<file path="src/rtl/mem_port_arbiter_if.sv">
// mem_port_arbiter_if
// Bundles the two requester ports, their read-response ports and the
// unified-memory general port into one interface.
//   slave  : the arbiter side (consumes requests and mem_dout, drives
//            ready, responses and the memory command).
//   master : the environment side (requesters plus memory).
// Signals:
//   reqN_valid/ready, reqN_we[3:0], reqN_addr, reqN_wdata, req1_lock
//   rspN_valid, rspN_rdata
//   mem_en, mem_we[3:0], mem_addr, mem_din, mem_dout
interface mem_port_arbiter_if #(
    parameter int WORD_WIDTH_IN_BIT = 32
);
    logic                         req0_valid;
    logic                         req0_ready;
    logic [3:0]                   req0_we;
    logic [WORD_WIDTH_IN_BIT-1:0] req0_addr;
    logic [WORD_WIDTH_IN_BIT-1:0] req0_wdata;

    logic                         req1_valid;
    logic                         req1_ready;
    logic [3:0]                   req1_we;
    logic [WORD_WIDTH_IN_BIT-1:0] req1_addr;
    logic [WORD_WIDTH_IN_BIT-1:0] req1_wdata;
    logic                         req1_lock;

    logic                         rsp0_valid;
    logic [WORD_WIDTH_IN_BIT-1:0] rsp0_rdata;
    logic                         rsp1_valid;
    logic [WORD_WIDTH_IN_BIT-1:0] rsp1_rdata;

    logic                         mem_en;
    logic [3:0]                   mem_we;
    logic [WORD_WIDTH_IN_BIT-1:0] mem_addr;
    logic [WORD_WIDTH_IN_BIT-1:0] mem_din;
    logic [WORD_WIDTH_IN_BIT-1:0] mem_dout;

    modport slave (
        input  req0_valid, req0_we, req0_addr, req0_wdata,
        input  req1_valid, req1_we, req1_addr, req1_wdata, req1_lock,
        output req0_ready, req1_ready,
        output rsp0_valid, rsp0_rdata, rsp1_valid, rsp1_rdata,
        output mem_en, mem_we, mem_addr, mem_din,
        input  mem_dout
    );

    modport master (
        output req0_valid, req0_we, req0_addr, req0_wdata,
        output req1_valid, req1_we, req1_addr, req1_wdata, req1_lock,
        input  req0_ready, req1_ready,
        input  rsp0_valid, rsp0_rdata, rsp1_valid, rsp1_rdata,
        input  mem_en, mem_we, mem_addr, mem_din,
        output mem_dout
    );
endinterface

</file>
<file path="src/rtl/mem_port_arbiter.sv">
// mem_port_arbiter
// Two-requester arbiter in front of the unified memory general port
// (synchronous memory, 1-cycle read latency).
//   Requester 0 : core LSU.
//   Requester 1 : loader/debug; may lock the port across back-to-back
//                 requests with req1_lock.
// Policy in ARB with both requesters valid:
//   default                       : fixed priority to requester 0, with
//                                   starvation relief for requester 1 after
//                                   STARVE_LIMIT consecutive denied cycles.
//   `define MEM_ARB_ROUND_ROBIN_EN : grant the requester opposite to the
//                                   last grant (starvation relief still wins).
// Ports:
//   clk    : single clock, rising edge
//   reset  : asynchronous, active-high
//   bus    : mem_port_arbiter_if.slave (requests, responses, memory port)
module mem_port_arbiter #(
    parameter int WORD_WIDTH_IN_BIT = 32,
    parameter int STARVE_LIMIT      = 8
) (
    input  logic                clk,
    input  logic                reset,
    mem_port_arbiter_if.slave   bus
);
    localparam int CNT_W = (STARVE_LIMIT < 1) ? 1 : $clog2(STARVE_LIMIT + 1);
    localparam logic [CNT_W-1:0] LIMIT = CNT_W'(STARVE_LIMIT);

    typedef enum logic {
        ARB   = 1'b0,
        LOCK1 = 1'b1
    } state_t;

    state_t                       state_q, state_d;
    logic                         last_grant_q, last_grant_d;
    logic [CNT_W-1:0]             starve_cnt_q, starve_cnt_d;
    logic                         rd_pend0_q, rd_pend1_q;
    logic [WORD_WIDTH_IN_BIT-1:0] rdata0_q, rdata1_q;
    logic                         grant0, grant1;
    logic                         starved;

    assign starved = bus.req1_valid && (starve_cnt_q == LIMIT);

    // Grant selection, next state, bookkeeping
    always_comb begin
        grant0       = 1'b0;
        grant1       = 1'b0;
        state_d      = state_q;
        last_grant_d = last_grant_q;
        starve_cnt_d = starve_cnt_q;

        case (state_q)
            ARB: begin
                if (starved) begin
                    grant1 = 1'b1;
                end else if (bus.req0_valid && bus.req1_valid) begin
`ifdef MEM_ARB_ROUND_ROBIN_EN
                    if (last_grant_q) grant0 = 1'b1;
                    else              grant1 = 1'b1;
`else
                    grant0 = 1'b1;
`endif
                end else begin
                    grant0 = bus.req0_valid;
                    grant1 = bus.req1_valid;
                end
                if (grant1 && bus.req1_lock) state_d = LOCK1;
            end
            LOCK1: begin
                // Requester 0 is shut out for the whole lock, even while
                // requester 1 is idle between its requests.
                grant1 = bus.req1_valid;
                if (!bus.req1_lock) state_d = ARB;
            end
            default: state_d = ARB;
        endcase

        // Nothing is accepted while reset is held.
        if (reset) begin
            grant0 = 1'b0;
            grant1 = 1'b0;
        end

        if (grant0) last_grant_d = 1'b0;
        if (grant1) last_grant_d = 1'b1;

        // Counts denied cycles only; a dropped or served request clears it.
        if (bus.req1_valid && !grant1)
            starve_cnt_d = (starve_cnt_q == LIMIT) ? starve_cnt_q : starve_cnt_q + 1'b1;
        else
            starve_cnt_d = '0;
    end

    always_ff @(posedge clk or posedge reset) begin
        if (reset) begin
            state_q      <= ARB;
            last_grant_q <= 1'b0;
            starve_cnt_q <= '0;
        end else begin
            state_q      <= state_d;
            last_grant_q <= last_grant_d;
            starve_cnt_q <= starve_cnt_d;
        end
    end

    // Memory command: the granted request goes straight to the port.
    assign bus.req0_ready = grant0;
    assign bus.req1_ready = grant1;
    assign bus.mem_en     = grant0 | grant1;
    assign bus.mem_we     = grant1 ? bus.req1_we : (grant0 ? bus.req0_we : 4'b0000);
    assign bus.mem_addr   = grant1 ? bus.req1_addr  : bus.req0_addr;
    assign bus.mem_din    = grant1 ? bus.req1_wdata : bus.req0_wdata;

    // Read tracking: a pending bit per requester marks the cycle mem_dout
    // belongs to it. The held copy keeps rdata stable once valid drops.
    always_ff @(posedge clk or posedge reset) begin
        if (reset) begin
            rd_pend0_q <= 1'b0;
            rd_pend1_q <= 1'b0;
            rdata0_q   <= '0;
            rdata1_q   <= '0;
        end else begin
            rd_pend0_q <= grant0 && (bus.req0_we == 4'b0000);
            rd_pend1_q <= grant1 && (bus.req1_we == 4'b0000);
            if (rd_pend0_q) rdata0_q <= bus.mem_dout;
            if (rd_pend1_q) rdata1_q <= bus.mem_dout;
        end
    end

    assign bus.rsp0_valid = rd_pend0_q;
    assign bus.rsp1_valid = rd_pend1_q;
    assign bus.rsp0_rdata = rd_pend0_q ? bus.mem_dout : rdata0_q;
    assign bus.rsp1_rdata = rd_pend1_q ? bus.mem_dout : rdata1_q;
endmodule

</file>
<file path="src/flat_wrapper.sv">
// flat-port wrapper written by rule: the top's interface ports become plain ports
module mem_port_arbiter_flat 
#(
    parameter int WORD_WIDTH_IN_BIT = 32,
    parameter int STARVE_LIMIT      = 8
)
  (clk, reset, bus_req0_valid, bus_req0_we, bus_req0_addr, bus_req0_wdata, bus_req1_valid, bus_req1_we, bus_req1_addr, bus_req1_wdata, bus_req1_lock, bus_req0_ready, bus_req1_ready, bus_rsp0_valid, bus_rsp0_rdata, bus_rsp1_valid, bus_rsp1_rdata, bus_mem_en, bus_mem_we, bus_mem_addr, bus_mem_din, bus_mem_dout);
  mem_port_arbiter_if #(.WORD_WIDTH_IN_BIT(WORD_WIDTH_IN_BIT)) bus_i ();
  input  logic clk;
  input  logic reset;
  input wire logic [$bits(bus_i.req0_valid)-1:0] bus_req0_valid;
  input wire logic [$bits(bus_i.req0_we)-1:0] bus_req0_we;
  input wire logic [$bits(bus_i.req0_addr)-1:0] bus_req0_addr;
  input wire logic [$bits(bus_i.req0_wdata)-1:0] bus_req0_wdata;
  input wire logic [$bits(bus_i.req1_valid)-1:0] bus_req1_valid;
  input wire logic [$bits(bus_i.req1_we)-1:0] bus_req1_we;
  input wire logic [$bits(bus_i.req1_addr)-1:0] bus_req1_addr;
  input wire logic [$bits(bus_i.req1_wdata)-1:0] bus_req1_wdata;
  input wire logic [$bits(bus_i.req1_lock)-1:0] bus_req1_lock;
  output wire logic [$bits(bus_i.req0_ready)-1:0] bus_req0_ready;
  output wire logic [$bits(bus_i.req1_ready)-1:0] bus_req1_ready;
  output wire logic [$bits(bus_i.rsp0_valid)-1:0] bus_rsp0_valid;
  output wire logic [$bits(bus_i.rsp0_rdata)-1:0] bus_rsp0_rdata;
  output wire logic [$bits(bus_i.rsp1_valid)-1:0] bus_rsp1_valid;
  output wire logic [$bits(bus_i.rsp1_rdata)-1:0] bus_rsp1_rdata;
  output wire logic [$bits(bus_i.mem_en)-1:0] bus_mem_en;
  output wire logic [$bits(bus_i.mem_we)-1:0] bus_mem_we;
  output wire logic [$bits(bus_i.mem_addr)-1:0] bus_mem_addr;
  output wire logic [$bits(bus_i.mem_din)-1:0] bus_mem_din;
  input wire logic [$bits(bus_i.mem_dout)-1:0] bus_mem_dout;
  assign bus_i.req0_valid = bus_req0_valid;
  assign bus_i.req0_we = bus_req0_we;
  assign bus_i.req0_addr = bus_req0_addr;
  assign bus_i.req0_wdata = bus_req0_wdata;
  assign bus_i.req1_valid = bus_req1_valid;
  assign bus_i.req1_we = bus_req1_we;
  assign bus_i.req1_addr = bus_req1_addr;
  assign bus_i.req1_wdata = bus_req1_wdata;
  assign bus_i.req1_lock = bus_req1_lock;
  assign bus_req0_ready = bus_i.req0_ready;
  assign bus_req1_ready = bus_i.req1_ready;
  assign bus_rsp0_valid = bus_i.rsp0_valid;
  assign bus_rsp0_rdata = bus_i.rsp0_rdata;
  assign bus_rsp1_valid = bus_i.rsp1_valid;
  assign bus_rsp1_rdata = bus_i.rsp1_rdata;
  assign bus_mem_en = bus_i.mem_en;
  assign bus_mem_we = bus_i.mem_we;
  assign bus_mem_addr = bus_i.mem_addr;
  assign bus_mem_din = bus_i.mem_din;
  assign bus_i.mem_dout = bus_mem_dout;
  mem_port_arbiter #(.WORD_WIDTH_IN_BIT(WORD_WIDTH_IN_BIT), .STARVE_LIMIT(STARVE_LIMIT)) u_core (.clk(clk), .reset(reset), .bus(bus_i));
endmodule
</file>
<file path="config.mk">
export PLATFORM = sky130hd
export DESIGN_NAME = mem_port_arbiter_flat
export DESIGN_NICKNAME = d
export VERILOG_FILES = /design/src/rtl/mem_port_arbiter_if.sv /design/src/rtl/mem_port_arbiter.sv /design/src/flat_wrapper.sv
export SDC_FILE = /design/constraint.sdc
export NUM_CORES = 1
export LEC_CHECK = 0
export CELL_PAD_IN_SITES_DETAIL_PLACEMENT = 0
export CELL_PAD_IN_SITES_GLOBAL_PLACEMENT = 1
export CORE_MARGIN = 2
export CORE_UTILIZATION = 24
export DETAILED_ROUTE_END_ITERATION = 8
export PLACE_DENSITY = 0.94
export SYNTH_ARGS = -nofsm -noshare
export SYNTH_HDL_FRONTEND = slang
export SYNTH_SLANG_ARGS = --single-unit
</file>
<file path="constraint.sdc">
create_clock -name clk -period 5.7 [get_ports clk]
set_clock_uncertainty 0.2 [all_clocks]
set_input_delay 1.14 -clock clk [delete_from_list [all_inputs] [get_ports clk]]
set_output_delay 1.14 -clock clk [all_outputs]
set_load 0.01 [all_outputs]
</file>
==> results.toml <==
[worst_setup_path]
critPathCaptureType = "output port"
startpoint_type = "input port"
path_buf_inv = 4
critPathTopFamily = "buffers and inverters"
r2r-end = "u_core.bus.rsp1_valid$_DFF_PP0_"
r2r_cells = 5
worstSetupPathType = "in2out"
slowest_stage = "buf_4"
cpPeakStageDelay_ns = 0.66
critical_path.most_common_cell = "clkdlybuf4s50_1"
path_cells = "clkdlybuf4s50_1, inv_2, buf_4, nand2_1, o32ai_1, clkdlybuf4s50_1"
crit_required_ns = 4.36
arrival_ns = 3.68
cp_max_fo = 67
r2r_slack_ns = 3.64
reg2reg_from = "u_core.starve_cnt_q[0]$_DFFE_PP0P_"

[global_routing]
grt_pass1_vias = 3593
grt_max_degree = 68
antenna_found_initial = 1
track_usage_pct = 15.8
overflow = 0
grt_pass1_wl_um = 19900

[sta]
setup-violations-final = 0
relSlewSlack_pct = 43.4
hold_viol = 0
drv_slew = 0
fin_crit_ns = 5.02
worst_slew_pin_slew_ns = 0.849
rsz0062_at_grt = "false"
fmax_mhz = 199
period_share_pct = 88.1
final.setup.tns_ns = 0
timing.hold.ws_ns = 0.294
setup_slack_ns = 0.681

[cts]
clkSinkCount = 71
cts_setup_buffers = 0
postCtsResizedCells = 0
htree_num_levels = 3
cts_tree = "yes"
clk_pin_slew_ns = 0.05
clk_path_buf_depth = 2
root_buffer = "clkbuf_16"
clock_latency_ns = 0.32
cts_made_buffers = 9
holdBufCountCts = 0

[yosys]
syn-num-nets = 436
yosysTopAreaCell = "dfrtp_1"
synth_area_leaders = "dfrtp_1, mux2_2, mux2_4, buf_8, o32ai_1"
syn_avg_cell_area_um2 = 14.4
yosysWarnings = 0
seq_area_frac_synth_pct = 47.3
synthCells = 261
ys_ff_latch = 71
netlist.area_leader.share_pct = 47.3
netlist_area_mm2 = 0.00375
synth_cell_types = 25

[hold_path]
min_delay_path_depth = 1
min_to = "u_core.rdata1_q[22]$_DFF_PP0_"
worstHoldPathType = "reg2reg"
hold_start = "u_core.rdata1_q[22]$_DFF_PP0_"

[die]
start_util_pct = 24.6
die-width_um = 129
num_io_pins = 310
num_rows = 45
fp.dieH_um = 129
die_area_mm2 = 0.0167
core_mm2 = 0.0153

[final_layout]
syn2layout_area_growth_pct = 95.8
diodes = 0
layout-drive-gt1-share_pct = 25.7
utilization_pct = 48.2
nNetsFinal = 745

[routing]
ant_nets = 0
viasPerCell = 4.28
dr.pass1.iters = 4
post_drt_wl_per_cell_um = 18.3
drc = 0
drtIter0Drc = 105
dr_total_vias = 3355
wl_um = 14300

[placed_design]
dp.final_hpwl_um = 11800
pre_cts_slack_ns = 0.571
port-buffer-count = 309
gp_congestion = 0.833

[power_and_ir_drop]
peakVddDrop_mv = 0.138
p_leak_nw = 3.17
power_mw = 1.77
power_density_mw_per_mm2 = 241

[run]
max_cap_viol_count = 0

[status]
status = "finished, final reports clean"
[stage by stage]
stage	instance area, um^2	cells
after floorplan	3750	261
after global placement	7060	770
after detailed placement	7060	770
after CTS	7350	783
after global routing	7350	783
final	7350	783
[flip-flops by register name, summed over array words and instances (netlist names)]
| name | cells |
|---|---|
| u_core.bus.rsp0_valid | 1 |
| u_core.starve_cnt_q | 4 |
| u_core.bus.rsp1_valid | 1 |
| u_core.rdata0_q | 32 |
| u_core.rdata1_q | 32 |
| u_core.state_q | 1 |
[cell type report]
| type | instances | area [um^2] |
|---|---|---|
| Fill cell | 1342 | 7910 |
| Timing Repair Buffer | 314 | 3160 |
| Multi-Input combinational cell | 165 | 1830 |
| Sequential cell | 71 | 1780 |
| Tap cell | 211 | 264 |
| Clock buffer | 12 | 256 |
| Inverter | 9 | 33.8 |
| Clock inverter | 1 | 30.0 |
[per-layer routing]
| layer | vias to the layer above | wire, um | global-route usage (%) |
|---|---|---|---|
| met5 | - | 13 | 0 |
| met4 | 2 | 161 | 4.41 |
| met3 | 18 | 1040 | 4.83 |
| met2 | 143 | 7200 | 26.7 |
| met1 | 1637 | 5900 | 19.7 |
| li1 | 1555 | - | - |
[synthesized netlist by cell type]
master and instances:
a21oi_1 3, and3b_1 1, buf_2 8, buf_6 2, buf_8 3, clkbuf_1 3, dfrtp_1 71, ha_1 2
inv_1 9, mux2_2 90, mux2_4 38, nand2_1 5, nand2b_1 1, nand3_1 2, nand3b_1 1, nand4_1 2
nor2_1 2, nor2b_1 1, nor3_1 3, o211ai_2 1, o21ai_0 5, o32ai_1 5, or4_1 1, xnor2_1 1
xor2_1 1
[cell usage in the layout (no fill, tap or decap), types with 3 or more instances in the layout]
master	count
clkdlybuf4s50_1	309
mux2_2	90
dfrtp_1	71
mux2_4	38
clkbuf_16	9
inv_1	8
o21ai_0	5
nand2_1	5
o32ai_1	5
a21oi_1	3
nor3_1	3
buf_4	3
[kinds of logic after synthesis]
| logic type | share of synthesized area [%] |
|---|---|
| flip-flops | 47.3 |
| AND/OR/NAND/NOR | 2.67 |
| adder cells (fa/ha/maj) | 0.667 |
| AO/OA/AOI/OAI | 2.57 |
| multiplexers | 42.2 |
| XOR/XNOR | 0.467 |
| buffers and inverters | 4.07 |
[report_power, final]
part,switching [mW],internal (mW)
registers,0.0204,0.582
logic,0.223,0.404
clock network,0.184,0.355
[worst max path at each step]
| stage | slack (ns) | from | end | cells after the start |
|---|---|---|---|---|
| global placement | 0.71 | reset | bus_mem_we[3] | 6 |
| detailed placement | 0.57 | reset | bus_mem_we[3] | 6 |
| floorplan | 0.67 | reset | bus_mem_addr[0] | 5 |
| finish | 0.68 | reset | bus_mem_we[3] | 6 |
| CTS | 0.56 | reset | bus_mem_we[3] | 6 |
| global route | 0.37 | reset | bus_mem_we[3] | 6 |
Note: power is estimated with default switching activity, not from simulation.
